## src/rtl/uart_rx_sampler_pkg.sv

```systemverilog
// Shared serial definitions: receiver states, oversampling
// ratio and the baud divider calculation.
package serial_pkg;

   typedef enum logic [2:0] {
      IDLE,
      START,
      DATA,
      STOP,
      BREAK
   } rx_state_t;

   localparam int OVS = 16;

   // Rounded clk/(baud*OVS), never below 1.
   function automatic int calc_div(input int clk_hz, input int baud);
      int d;
      d = (clk_hz + (baud * OVS) / 2) / (baud * OVS);
      if (d < 1) d = 1;
      return d;
   endfunction

endpackage

```

## src/rtl/uart_rx_sampler_if.sv

```systemverilog
// Receiver line/byte bundle. The slave side is the receiver,
// the master side drives the line and consumes the byte.
interface uart_rx_sampler_if;

   logic       rxd;
   logic       rxReady;
   logic [7:0] rxData;
   logic       rxFrameErr;
   logic       rxIdle;

   modport master (
      output rxd,
      input  rxReady,
      input  rxData,
      input  rxFrameErr,
      input  rxIdle
   );

   modport slave (
      input  rxd,
      output rxReady,
      output rxData,
      output rxFrameErr,
      output rxIdle
   );

endinterface

```

## src/rtl/uart_rx_sampler_tick.sv

```systemverilog
// Free-running divider strobing one tick every DIV clocks,
// with a synchronous clear to realign the sampling phase.
module baud_tick_gen #(
   parameter int DIV = 27
) (
   input  logic clk,
   input  logic rst,
   input  logic clr,
   output logic tick
);

   localparam int W = (DIV > 1) ? $clog2(DIV) : 1;
   localparam logic [W-1:0] LAST = W'(DIV - 1);

   logic [W-1:0] cnt;

   assign tick = (cnt == LAST);

   // Count 0..DIV-1, wrapping on the tick or when cleared.
   always_ff @(posedge clk or posedge rst) begin
      if (rst)
         cnt <= '0;
      else if (clr || tick)
         cnt <= '0;
      else
         cnt <= cnt + 1'b1;
   end

endmodule

```

## src/rtl/uart_rx_sampler.sv

```systemverilog
// 8N1 serial receiver, 16x oversampled with a 3-sample
// majority vote around mid-bit.
module uart_rx_sampler
   import serial_pkg::*;
#(
   parameter int CLK_HZ = 50_000_000,
   parameter int BAUD   = 115200
) (
   input logic              clk,
   input logic              rst,
   uart_rx_sampler_if.slave bus
);

   localparam int DIV = calc_div(CLK_HZ, BAUD);

   logic [1:0] sync;
   logic       rxs;
   rx_state_t  state;
   logic [3:0] scnt;
   logic [2:0] idx;
   logic [7:0] shreg;
   logic       s7;
   logic       s8;
   logic       tick;
   logic       clr;
   logic       mid;
   logic       vote;
   logic       rdy;
   logic [7:0] data;
   logic       ferr;
   logic       idle;

   assign rxs  = sync[1];
   assign clr  = (state == IDLE) && !rxs;
   assign mid  = tick && (scnt == 4'd9);
   assign vote = (s7 & s8) | (s7 & rxs) | (s8 & rxs);

   assign bus.rxReady    = rdy;
   assign bus.rxData     = data;
   assign bus.rxFrameErr = ferr;
   assign bus.rxIdle     = idle;

   baud_tick_gen #(
      .DIV (DIV)
   ) u_tick (
      .clk  (clk),
      .rst  (rst),
      .clr  (clr),
      .tick (tick)
   );

   // Two-flop synchronizer; resets to the idle line level.
   always_ff @(posedge clk or posedge rst) begin
      if (rst)
         sync <= 2'b11;
      else
         sync <= {sync[0], bus.rxd};
   end

   // Frame FSM: sampling, shifting and registered outputs.
   always_ff @(posedge clk or posedge rst) begin
      if (rst) begin
         state <= IDLE;
         scnt  <= 4'd0;
         idx   <= 3'd0;
         shreg <= 8'd0;
         s7    <= 1'b1;
         s8    <= 1'b1;
         rdy   <= 1'b0;
         data  <= 8'd0;
         ferr  <= 1'b0;
         idle  <= 1'b1;
      end else begin
         rdy  <= 1'b0;
         ferr <= 1'b0;
         if (state != IDLE && state != BREAK && tick) begin
            scnt <= scnt + 4'd1;
            if (scnt == 4'd7) s7 <= rxs;
            if (scnt == 4'd8) s8 <= rxs;
         end
         unique case (state)
            IDLE: begin
               if (!rxs) begin
                  state <= START;
                  scnt  <= 4'd0;
                  idx   <= 3'd0;
                  idle  <= 1'b0;
               end
            end
            START: begin
               if (mid) begin
                  if (vote) begin
                     state <= IDLE;
                     idle  <= 1'b1;
                  end else begin
                     state <= DATA;
                  end
               end
            end
            DATA: begin
               if (mid) begin
                  shreg <= {vote, shreg[7:1]};
                  idx   <= idx + 3'd1;
                  if (idx == 3'd7) state <= STOP;
               end
            end
            STOP: begin
               if (mid) begin
                  if (vote) begin
                     data  <= shreg;
                     rdy   <= 1'b1;
                     state <= IDLE;
                     idle  <= 1'b1;
                  end else begin
                     ferr  <= 1'b1;
                     state <= BREAK;
                  end
               end
            end
            BREAK: begin
               if (rxs) begin
                  state <= IDLE;
                  idle  <= 1'b1;
               end
            end
            default: begin
               state <= IDLE;
               idle  <= 1'b1;
            end
         endcase
      end
   end

endmodule

```

## src/flat_wrapper.sv

```systemverilog
// flat-port wrapper written by rule: the top's interface ports become plain ports
module uart_rx_sampler_flat import serial_pkg::*;
#(
   parameter int CLK_HZ = 50_000_000,
   parameter int BAUD   = 115200
)
  (clk, rst, bus_rxd, bus_rxReady, bus_rxData, bus_rxFrameErr, bus_rxIdle);
  uart_rx_sampler_if bus_i ();
  input logic clk;
  input logic rst;
  input wire logic [$bits(bus_i.rxd)-1:0] bus_rxd;
  output wire logic [$bits(bus_i.rxReady)-1:0] bus_rxReady;
  output wire logic [$bits(bus_i.rxData)-1:0] bus_rxData;
  output wire logic [$bits(bus_i.rxFrameErr)-1:0] bus_rxFrameErr;
  output wire logic [$bits(bus_i.rxIdle)-1:0] bus_rxIdle;
  assign bus_i.rxd = bus_rxd;
  assign bus_rxReady = bus_i.rxReady;
  assign bus_rxData = bus_i.rxData;
  assign bus_rxFrameErr = bus_i.rxFrameErr;
  assign bus_rxIdle = bus_i.rxIdle;
  uart_rx_sampler #(.CLK_HZ(CLK_HZ), .BAUD(BAUD)) u_core (.clk(clk), .rst(rst), .bus(bus_i));
endmodule
```

## config.mk

```make
export PLATFORM = sky130hd
export DESIGN_NAME = uart_rx_sampler_flat
export DESIGN_NICKNAME = d
export VERILOG_FILES = /design/src/rtl/uart_rx_sampler_pkg.sv /design/src/rtl/uart_rx_sampler_if.sv /design/src/rtl/uart_rx_sampler_tick.sv /design/src/rtl/uart_rx_sampler.sv /design/src/flat_wrapper.sv
export SDC_FILE = /design/constraint.sdc
export NUM_CORES = 1
export LEC_CHECK = 0
export BUFFER_PORTS_ARGS = -buffer_cell sky130_fd_sc_hd__buf_2
export CORE_ASPECT_RATIO = 2
export CORE_MARGIN = 8
export CORE_UTILIZATION = 51
export CTS_CLUSTER_SIZE = 28
export DETAILED_ROUTE_END_ITERATION = 6
export MAX_ROUTING_LAYER = met4
export PLACE_DENSITY = 0.7
export SYNTH_ARGS = -nofsm -noshare
export SYNTH_HDL_FRONTEND = slang
export SYNTH_SLANG_ARGS = --single-unit
```

## constraint.sdc

```tcl
create_clock -name clk -period 6.1 [get_ports clk]
set_clock_uncertainty 0.15 [all_clocks]
set_input_delay 1.22 -clock clk [delete_from_list [all_inputs] [get_ports clk]]
set_output_delay 1.22 -clock clk [all_outputs]
set_load 0.02 [all_outputs]
```

# Yosys cells after proc, flatten, opt, wreduce, memory -nomap -nowiden
# Cells that the tools add are included.
# totals
ff_bits	38
# op_classes
bitwise_logic	6
n_mux	27
reduce_logical	17
n_eq_ne	18
add_sub_neg	3
# ops
op	count
3-bit 2-to-1 mux	9
3-bit case mux with 5 select lines	1
2-bit by 1-bit inequality test with 1-bit output (second input constant)	7
4-bit 2-to-1 mux	3
1-bit 2-to-1 mux	10
4-bit == test (second input constant)	2
3-bit by 2-bit == test with 1-bit output (second input constant)	2
3-bit == test (second input constant)	2
3-bit case mux with 2 select lines	1
2-bit AND reduction	3
3-bit AND reduction	2
6-bit AND reduction	1
5-bit by 1-bit adder with 5-bit output (second input constant)	1
5-bit == test (second input constant)	1
5-bit 2-to-1 mux	1
5-bit AND reduction	1
4-bit by 1-bit adder with 4-bit output (second input constant)	1
4-bit by 3-bit == test with 1-bit output (second input constant)	1
1-bit logical AND	4
1-bit case mux with 4 select lines	1
3-bit by 1-bit adder with 3-bit output (second input constant)	1
1-bit bitwise AND	3
3-bit by 1-bit == test with 1-bit output (second input constant)	1
3-bit logical NOT	1
other kinds (10)	11

# Longest topological paths before layout
# logic_depth
ltp_word	6
ltp_mapped	6

# Modules after synthesis
# From an unflattened synthesis, not the netlist that was laid out.
# hier_totals
cells_unflattened	135
area_unflattened_um2	1783.0
# by_module_without_submodules
mod	seq_area_each_um2	cells_each	n_inst	area_per_inst_um2
uart_rx_sampler	832.0	112	1	1495.2
baud_tick_gen	125.1	23	1	287.8

# Worst setup path before layout
# OpenSTA, ideal clock, no wires.
# synth_timing
path_kind	reg2out
startpoint	register u_core.idle (netlist: u_core.bus.rxIdle)
endpoint	output port bus_rxIdle
t_required_ns	4.730
slack_ns	4.159
t_arrival_ns	0.571
path_stages_with_launch	1
cell_sequence	dfstp_2
# synth_rtl
element	line	rtl
start, declared	uart_rx_sampler.sv:31	logic idle;
start signal, assigned	uart_rx_sampler.sv:72	idle <= 1'b1;
start signal, assigned	uart_rx_sampler.sv:87	idle <= 1'b0;
start signal, assigned	uart_rx_sampler.sv:94	idle <= 1'b1;
end, declared	flat_wrapper.sv:15	output wire logic [$bits(bus_i.rxIdle)-1:0] bus_rxIdle;
# No word-level cell between the ends.

# Final worst setup path
# layout_timing
startpoint	register u_core.idle (netlist: u_core.bus.rxIdle)
endpoint	output port bus_rxIdle
# No word-level cell between the ends.

==> out/qor.csv <==
metric;value;unit
outcome;finished clean;
die_area;0.00561;mm^2
grt_pass1_wl;4920;um
crit_arrival;0.99;ns
cp_cell_sequence;buf_2;
ys.flop_type;dfrtp_1;
vias;1091;
synth.area.top_cells;dfrtp_1 (48%), mux2_2 (12%), dfstp_2 (7.6%);
r2r_end;u_core.bus.rxData[2]$_DFFE_PP0P_;
holdPathEnd;u_core.sync[1]$_DFF_PP1_;
regArea;957;um^2
irDropWorstVdd;230;uV
worstReg2RegStart;u_core.u_tick.cnt[0]$_DFF_PP0_;
yosys_warnings;0;
nNetsFinal;164;
cts.clk_slew.worst_paths;0.07;ns
hold_depth;0;
worst_pin_slew;0.626;ns
critPathMaxFanout;3;
track_usage;10.9;%
rows;30;
grt_setup_unrepaired;false;
synth_top_area_share;47.9;%
drc_errors;0;
async_reset_ff_share;100;%
fin_util;57.7;%
max-slew-margin-rel;58.1;%
ys_seq_elements;38;
hpwl;1980;um
leakage;0.930;nW
n_antenna_cell;0;
drive_gt1_share;33.5;%
min-delay-start;u_core.sync[0]$_DFF_PP1_;
synth_edf_count;0;
critPathTopFamily;flip-flops;
crit_path_end_kind;output pin;
cts_num_sinks;38;
drt-pass1-iter-count;4;
power.switching;0.0000891;W
syn_to_final_growth;10.6;%
wl;2870;um
fin_cells;187;
dp_cells;179;
required;4.73;ns
worstSetupStartpointType;flip-flop;
p_sw_share;20.5;%
grt_max_degree;39;
startpoint;u_core.bus.rxIdle$_DFFE_PP1P_;
antenna_found_initial;0;
cts-root-buf;clkbuf_8;
tns;0;ns
die_y;98.2;um
tritoncts;yes;
cp_slowest_cell;dfstp_2;
p_per_area;228;mW/mm^2
worstSetupPathType;flip-flop to output pin;
r2r_cells;5;
synth.distinct_cells;38;
die_width;57.1;um
finalWorstPathRequiredPeriod;2.36;ns
holdWs;0.207;ns
intPower;0.000345;W
ant_nets;0;
wl_per_cell;15.3;um
grt_pass1_vias;1104;
initial_core_util;52.2;%
vias_per_cell;5.83;
clockBufferDepth;2;
cts_hold_buf;0;
gp_congestion;0.818;
finalMaxSlewViolations;0;
max_freq;425;MHz
yosysTopAreaCell;dfrtp_1;
setup_violations;0;
drv_cap;0;
ys_seq_area_share;55.6;%
critPathMaxStageDelay;0.55;ns
synth_nets;148;
ctsResizeCount;0;
power_frac_seq;58.5;%
cts.htree.levels;2;
p_total;0.000434;W
synth_area;0.00172;mm^2
ioPinCount;14;
p_comb_share;1.3;%
core_area;0.00330;mm^2
final.fill_count;284;
cts_buffers;5;
postCtsSetupBuffers;0;
fin_crit_sh;38.6;%
io_buffers;13;
multi_input_area;718;um^2
finalHoldViolCount;0;
min_path_type;flip-flop to flip-flop;
grt.overflow.total;0;
rrSetupSlack;3.87;ns
synthCells;138;
insertion_delay;0.28;ns
drt_iter0_drc;18;
pwr-share-clk;40.1;%
syn_avg_cell_area;12.5;um^2
cp_num_buf_inv;1;
==> power by group through the flow <==
stage | combinational [W] | clock, W | sequential, W
after detailed placement | 0.00000631 | 0 | 0.000259
final | 0.00000585 | 0.000174 | 0.000254
after floorplan | 0.00000391 | 0 | 0.000258
after global placement | 0.00000613 | 0 | 0.000259
after global routing | 0.00000721 | 0.000190 | 0.000254
after CTS | 0.00000631 | 0.000180 | 0.000254
==> sequential cells by signal, summed over array words and instances, names as in the netlist <==
name	cells
u_core.state	3
u_core.s7	1
u_core.shreg	8
u_core.u_tick.cnt	5
u_core.bus.rxFrameErr	1
u_core.sync	2
u_core.scnt	4
u_core.bus.rxData	8
u_core.bus.rxReady	1
u_core.idx	3
u_core.bus.rxIdle	1
u_core.s8	1
==> area by class of cell <==
type / instances / area share (%)
Clock buffer: 6 / 4.33
Timing Repair Buffer: 14 / 3.81
Sequential cell: 38 / 50.2
Tap cell: 32 / 2.10
Multi-Input combinational cell: 89 / 37.7
Inverter: 6 / 1.18
Clock inverter: 2 / 0.657
==> through the flow <==
stage / cell area, um^2 / setup slack, ns
6_report: 1910 / 3.74
2_1_floorplan: 1720 / 3.88
5_1_grt: 1910 / 3.71
3_5_place_dp: 1810 / 3.85
4_1_cts: 1910 / 3.73
3_3_place_gp: 1810 / 3.89
==> per-layer routing <==
layer  vias to the layer above  routed length, um  track usage, %
met5                         -                  0               -
met4                         0                 53            4.36
met3                         6                109            3.12
met2                        20               1460            16.9
met1                       543               1250            12.9
li1                        522                  -               -
==> synthesized netlist by cell type (all sizes together), types with 2 or more instances <==
| cell | count |
|---|---|
| clkbuf | 3 |
| o21ai | 5 |
| a21oi | 4 |
| ha | 7 |
| xor2 | 2 |
| inv | 6 |
| or4 | 2 |
| nand4b | 2 |
| or2 | 2 |
| nor2 | 9 |
| nor4b | 2 |
| nor3 | 5 |
| mux2 | 18 |
| dfstp | 5 |
| nand3 | 6 |
| nand2 | 6 |
| mux2i | 4 |
| dfrtp | 33 |
| buf | 2 |
==> cells by family after synthesis <==
group / count (synthesis) / share of synthesized area (%)
DFF: 38 / 55.6
and+or+nand+nor: 42 / 15.4
xor gates and xnor gates: 3 / 1.53
muxes: 22 / 14.1
AOI/OAI and AO/OA: 14 / 4.94
adders and majority gates: 8 / 5.74
buffers and inverters: 11 / 2.76
==> worst max-delay path by stage <==
stage                                             endpoint  cells after the start
after floorplan           u_core.bus.rxData[0]$_DFFE_PP0P_                      1
after global placement    u_core.bus.rxData[2]$_DFFE_PP0P_                      5
after detailed placement  u_core.bus.rxData[2]$_DFFE_PP0P_                      5
after CTS                                       bus_rxIdle                      1
after global routing                            bus_rxIdle                      1
final                                           bus_rxIdle                      1
==> placed cells by master (no fill, tap or decap), types with 2 or more instances in the layout <==
| master | instances |
|---|---|
| o21ai_0 | 5 |
| nand3_1 | 6 |
| clkbuf_8 | 6 |
| dfstp_2 | 5 |
| or4_2 | 2 |
| inv_1 | 6 |
| buf_2 | 13 |
| or2_2 | 2 |
| mux2i_1 | 4 |
| a21oi_1 | 4 |
| nor2_1 | 9 |
| mux2_2 | 18 |
| xor2_1 | 2 |
| dfrtp_1 | 33 |
| nand2_1 | 6 |
| ha_1 | 7 |
| nor3_1 | 5 |
Power figures use the tool's default switching activity.
